`config.mk`:
```
export PLATFORM = sky130hd
export DESIGN_NAME = seven_seg_display_arbiter
export DESIGN_NICKNAME = d
export VERILOG_FILES = /design/src/rtl/seven_arb_pkg.sv /design/src/rtl/rr_arbiter.sv /design/src/rtl/seven_seg_display_arbiter.sv
export SDC_FILE = /design/constraint.sdc
export NUM_CORES = 1
export LEC_CHECK = 0
export CORE_MARGIN = 8
export CORE_UTILIZATION = 55
export DETAILED_ROUTE_END_ITERATION = 12
export GPL_ROUTABILITY_DRIVEN = 0
export PLACE_DENSITY = 0.85
export SLEW_MARGIN = 25
export SYNTH_ARGS = -nofsm -noshare
export SYNTH_HDL_FRONTEND = slang
export SYNTH_HIERARCHICAL = 1
export SYNTH_SLANG_ARGS = --single-unit
```
`constraint.sdc`:
```
create_clock -name i_clk -period 6.1 [get_ports i_clk]
set_clock_uncertainty 0.05 [all_clocks]
set_input_delay 1.22 -clock i_clk [delete_from_list [all_inputs] [get_ports i_clk]]
set_output_delay 1.22 -clock i_clk [all_outputs]
set_load 0.03 [all_outputs]
```
`src/rtl/seven_arb_pkg.sv`:
```
// Shared types and constants for the seven-segment display arbiter.
// Optional preemption by requester 0 is enabled with SEVEN_ARB_PREEMPT_EN.
package seven_arb_pkg;

    typedef enum logic [0:0] {
        IDLE = 1'b0,
        SHOW = 1'b1
    } state_e;

    localparam int unsigned BYTE_W  = 8;
    localparam int unsigned NIB_W   = 4;
    localparam int unsigned TEN_LSB = 4;
    localparam int unsigned ONE_LSB = 0;

    // Index width that stays legal for a single-entry vector.
    function automatic int unsigned idx_width(input int unsigned n);
        return (n > 1) ? $clog2(n) : 1;
    endfunction

endpackage

```
`src/rtl/rr_arbiter.sv`:
```
// Combinational round-robin picker: first requester at or after ptr_i, wrapping N-1 -> 0.
module rr_arbiter
    import seven_arb_pkg::*;
#(
    parameter  int unsigned N  = 4,
    localparam int unsigned IW = idx_width(N)
) (
    input  logic [N-1:0]  req_i,
    input  logic [IW-1:0] ptr_i,
    output logic [N-1:0]  grant_o,
    output logic [IW-1:0] idx_o
);

    logic          found;
    logic [IW-1:0] cand;

    always_comb begin
        grant_o = '0;
        idx_o   = '0;
        found   = 1'b0;
        cand    = '0;
        for (int unsigned off = 0; off < N; off++) begin
            cand = IW'((32'(ptr_i) + off) % N);
            if (!found && req_i[cand]) begin
                found         = 1'b1;
                grant_o[cand] = 1'b1;
                idx_o         = cand;
            end
        end
    end

endmodule

```
`src/rtl/seven_seg_display_arbiter.sv`:
```
// Round-robin sharing of a two-digit hex display; each accepted byte is held HOLD_CYCLES clocks.
// Define SEVEN_ARB_PREEMPT_EN to let requester 0 preempt another source while it is shown.
module seven_seg_display_arbiter
    import seven_arb_pkg::*;
#(
    parameter  int unsigned N_REQ       = 4,
    parameter  int unsigned DATA_W      = 8,
    parameter  int unsigned HOLD_CYCLES = 50_000_000,
    localparam int unsigned IW          = idx_width(N_REQ),
    localparam int unsigned TW          = $clog2(HOLD_CYCLES + 1)
) (
    input  logic                    i_clk,
    input  logic                    i_rst,
    input  logic [N_REQ-1:0]        i_req_valid,
    input  logic [N_REQ*DATA_W-1:0] i_req_data,
    output logic [N_REQ-1:0]        o_req_ready,
    output logic [NIB_W-1:0]        o_hex_ten,
    output logic [NIB_W-1:0]        o_hex_one,
    output logic [IW-1:0]           o_src_id,
    output logic                    o_busy
);

    state_e            state_q, state_d;
    logic [IW-1:0]     ptr_q, ptr_d;
    logic [TW-1:0]     timer_q, timer_d;
    logic [DATA_W-1:0] byte_q, byte_d;
    logic [IW-1:0]     src_q, src_d;

    logic [N_REQ-1:0]  rr_grant;
    logic [IW-1:0]     rr_idx;
    logic [IW-1:0]     win_idx;
    logic [DATA_W-1:0] win_byte;
    logic              xfer;

    rr_arbiter #(
        .N (N_REQ)
    ) u_rr_arbiter (
        .req_i   (i_req_valid),
        .ptr_i   (ptr_q),
        .grant_o (rr_grant),
        .idx_o   (rr_idx)
    );

    always_ff @(posedge i_clk or posedge i_rst) begin
        if (i_rst) begin
            state_q <= IDLE;
        end else begin
            state_q <= state_d;
        end
    end

    always_ff @(posedge i_clk or posedge i_rst) begin
        if (i_rst) begin
            ptr_q   <= '0;
            timer_q <= '0;
            byte_q  <= '0;
            src_q   <= '0;
        end else begin
            ptr_q   <= ptr_d;
            timer_q <= timer_d;
            byte_q  <= byte_d;
            src_q   <= src_d;
        end
    end

    always_comb begin
        win_byte = '0;
        for (int unsigned k = 0; k < N_REQ; k++) begin
            if (win_idx == IW'(k)) begin
                win_byte = i_req_data[k*DATA_W +: DATA_W];
            end
        end
    end

    assign xfer = |(o_req_ready & i_req_valid);

    // Next state: an accept always (re)starts a full hold; otherwise count down to 0.
    always_comb begin
        state_d = state_q;
        ptr_d   = ptr_q;
        timer_d = timer_q;
        byte_d  = byte_q;
        src_d   = src_q;
        if (xfer) begin
            state_d = SHOW;
            byte_d  = win_byte;
            src_d   = win_idx;
            timer_d = TW'(HOLD_CYCLES - 1);
            ptr_d   = IW'((32'(win_idx) + 1) % N_REQ);
        end else if (state_q == SHOW) begin
            if (timer_q == '0) begin
                state_d = IDLE;
            end else begin
                timer_d = timer_q - TW'(1);
            end
        end
    end

    always_comb begin
        o_req_ready = '0;
        win_idx     = rr_idx;
        o_busy      = (state_q == SHOW);
        unique case (state_q)
            IDLE: o_req_ready = rr_grant;
            SHOW: begin
`ifdef SEVEN_ARB_PREEMPT_EN
                if (src_q != '0 && i_req_valid[0]) begin
                    o_req_ready = N_REQ'(1);
                    win_idx     = '0;
                end
`endif
            end
            default: ;
        endcase
    end

    assign o_hex_ten = byte_q[TEN_LSB +: NIB_W];
    assign o_hex_one = byte_q[ONE_LSB +: NIB_W];
    assign o_src_id  = src_q;

endmodule

```
==> metrics list <==
- Cell area power density: 203 nW/um^2
* Cell family with the largest share of critical-path delay: buffers and inverters
- When the netlist entered floorplanning its net count stood at 356.
- Wire length per cell: 16.4 microns
- Summing all non-filler instances in the final layout gives an area of 3400 sq um.
- Number of clock sinks: 39
- Number of different library cells in the post-synthesis netlist: 50
- CP arrival: 3.82 ns
* Total overflow reported by the global router: 0
- The flow ran to the end, and the final reports show no timing, DRC or antenna violations.
* Mean cell area of the mapped netlist: 9.04 sq um
* Latest clock arrival within the worst-skew pair: 0.29 ns
- Final setup TNS: 0 ns
- The number of global-route vias before repair came to 2609.
* Number of antenna violations at the first check in global routing: 0
* Synth warn: 6
- The cell area that synthesis handed to floorplanning was 2790 sq um.
* 1st-iter DRT viols: 208
* Number of standard-cell rows in the floorplan: 26
* WP depth: 7
- Critical path type: in -> out
* Hold Path Stages: 1
* Pre-CTS WS: 1.04 ns
- Die span in x: 87.2 microns
* Total of buffers placed on input and output ports: 52
* Leakage power: 1.34 nW
- Worst reg-to-reg setup slack: 2.19 ns
* Maximum fanout along the worst path: 9
- Total CTS buffers: 5
- Across all layers, the routed design uses 2550 vias.
- In this run, post-CTS hold repair placed 0 buffers.
- Clock tree synthesis selected as its root buffer the cell clkbuf_8.
* Setup Viol. Count Final: 0
- Share of flip-flops with an asynchronous set or reset after synthesis: 100%
- The total count of max-transition violations in the final report was 0.
- Deepest level of the CTS H-tree: 2
- Vias per cell: 6.07
- Headroom to the max-slew limit came out at 51.3%.
- For this run, the register share of the synthesized area comes to 35.0%.
* Share of the cycle needed by the critical path after routing: 83.4%
- Cells after Synth: 308
- Summed over its instances, the top area cell type makes up 35.0% of the synthesized netlist area.
- # diodes: 0
* Die Y-Extent: 87.2 microns
* Global-route wire length before repair: 12200 microns
- dfrtp_1 takes more of the synthesized area than any other cell.
- After filler insertion, the fill cell instance count of the layout stands at 406.
* Post-route setup slack: 1.01 ns
- Cell-by-cell listing of the critical path: clkdlybuf4s50_1, mux4_2, nor2b_4, a221oi_1, o2bb2ai_1, nor2b_1, clkdlybuf4s50_1
- The die covers 7600 sq um.
- Core region area: 5010 sq um
- The final hold violation count is 0.
- Counting cells, the worst reg-to-reg path comes to 12.
- Final wirelength: 6890 microns
* CP max stage cell: clkdlybuf4s50_1
- Yosys instantiated no cell more often than dfrtp_1.
- Once placement finished, the instance area stood at 3320 sq um.
- Post-CTS Setup Bufs: 0
- Crit-path max cell delay: 0.68 ns
- For this design the top-level I/O count stands at 53.
- TritonCTS built the clock tree.
* Fraction of final layout cells with drive strength greater than 1: 6.86%
* Post-detail-place hpwl: 5010 microns
* Endpoint class of the critical path: output pin
- After synthesis, the most frequently instantiated cells are dfrtp_1 (39), nor2_1 (24), a21oi_1 (21), nand2_1 (18), inv_1 (17).
* Total Nets Final: 397
* EDFF count, synth: 0
- Unrepaired setup endpoints after global routing: no
- Once detail routing completed, the nets flagged for antenna violations numbered 0.
- Maximum clock rate: 196 MHz
- Entering global routing, the biggest net connects 40 pins.
- For the pin with the worst max-slew slack, the measured transition is 0.726 ns.
- Global routing consumed, over all layers together, 20.0% of the routing resources.
- The most numerous cell type found on the critical path is clkdlybuf4s50_1.
* Top area cells in the synthesized netlist: dfrtp_1 (35%), mux2i_1 (5.0%), ha_1 (4.5%)
- The first TritonRoute pass finished after 4 iterations.
- For this configuration, the core starts out at a cell density of 55.6%.
- For the worst setup path, the data required time is 4.83 ns.
- Post-CTS repair changed the size of 0 cells.
* Peak supply drop: 135 uV
- In this run the deepest clock path goes through 2 buffers.
- After clock tree synthesis, the clock-pin slew on the worst setup and hold paths is 0.07 ns.
- Area added between synthesis and finish: 22.2%
- Critical path buffer and inverter count: 2
* Worst-case hold slack: 0.425 ns
- Across the run, the number of max-cap violations was 0.
- STA classifies the critical path startpoint as a primary input.
* Dominant synthesized flop cell: dfrtp_1
- Time the worst path needs with I/O delays and setup: 5.09 ns
- Number of register bits inferred by synthesis: 39
- The tightest min-delay check is of the reg -> reg type.
- After detailed routing, the number of remaining DRC violations is 0.
## cell families (layout without fill, tap and decap cells)
logic type / Yosys count / after routing / share of synthesized area (%)
and+or+nand+nor: 114 / 114 / 24.5
muxes: 19 / 19 / 8.67
buffers and inverters: 38 / 80 / 5.79
AOI/OAI and AO/OA: 88 / 88 / 21.5
adders and majority gates: 10 / 10 / 4.49
DFF: 39 / 39 / 35.0
## cell usage in the layout (no fill, tap or decap), drive strengths merged, types with 2 or more instances in the layout
cell,n
clkdlybuf4s50,52
or2,2
nor2,24
nor3,10
a21oi,21
a211o,10
o21ai,20
a211oi,2
a31oi,6
and4,6
nor2b,11
inv,17
a22oi,2
nor4b,2
nor4,7
ha,10
o31ai,4
or4,15
buf,3
clkbuf,6
nand2b,3
mux4,4
or3,4
o2bb2ai,5
dfrtp,39
a221oi,12
and2,2
nand3,5
nand2,18
mux2i,14
## through the flow
| stage | power, mW | std cells | util (%) |
|---|---|---|---|
| after global routing | 0.733 | 420 | 68.0 |
| final | 0.692 | 420 | 68.0 |
| after floorplan | 0.447 | 308 | - |
| after detailed placement | 0.523 | 412 | 66.2 |
| after global placement | 0.514 | 412 | 66.2 |
| after CTS | 0.695 | 420 | 67.9 |
## cell type report
type                    count  area (sq um)  area share, %
repair buffers             55           543           16.0
well taps                  70          87.6           2.57
flip-flops and latches     39           976           28.7
multi-input cells         231          1650           48.4
inverters                  17          63.8           1.87
clock buffers               6          72.6           2.13
clock inverters             2          12.5          0.368
## per-layer routing
metal  vias up  global-route usage (%)  share of wire, %
met4         0                    5.47              0.64
met3         4                    7.36               7.6
met1      1223                    25.2                44
met2        77                    31.2                48
met5         -                       0                 0
li1       1246                       -                 -
## worst paths after layout
| path | end | startpoint |
|---|---|---|
| min in group asynchronous | timer_q[18] | i_rst |
| worst max-delay path | o_req_ready[0] | i_req_valid[3] |
| max in group asynchronous | timer_q[2] | i_rst |
| worst min-delay path | timer_q[7] | timer_q[7] |
| worst max register to register | byte_q[4] | ptr_q[0] |
| worst min register to register | timer_q[7] | timer_q[7] |
## power breakdown
| part | leakage [nW] | total [mW] | internal [mW] | switching [mW] |
|---|---|---|---|---|
| sequential | 0.423 | 0.283 | 0.271 | 0.0128 |
| clock | 0.0412 | 0.173 | 0.0800 | 0.0926 |
| combinational | 0.879 | 0.236 | 0.110 | 0.125 |
| total | 1.34 | 0.692 | 0.461 | 0.231 |
## state kept, by name (all words and copies together), names as in the netlist
name      cells
o_busy        1
ptr_q         2
byte_q        8
o_src_id      2
timer_q      26
No activity file was read; power rests on OpenSTA's default activity.
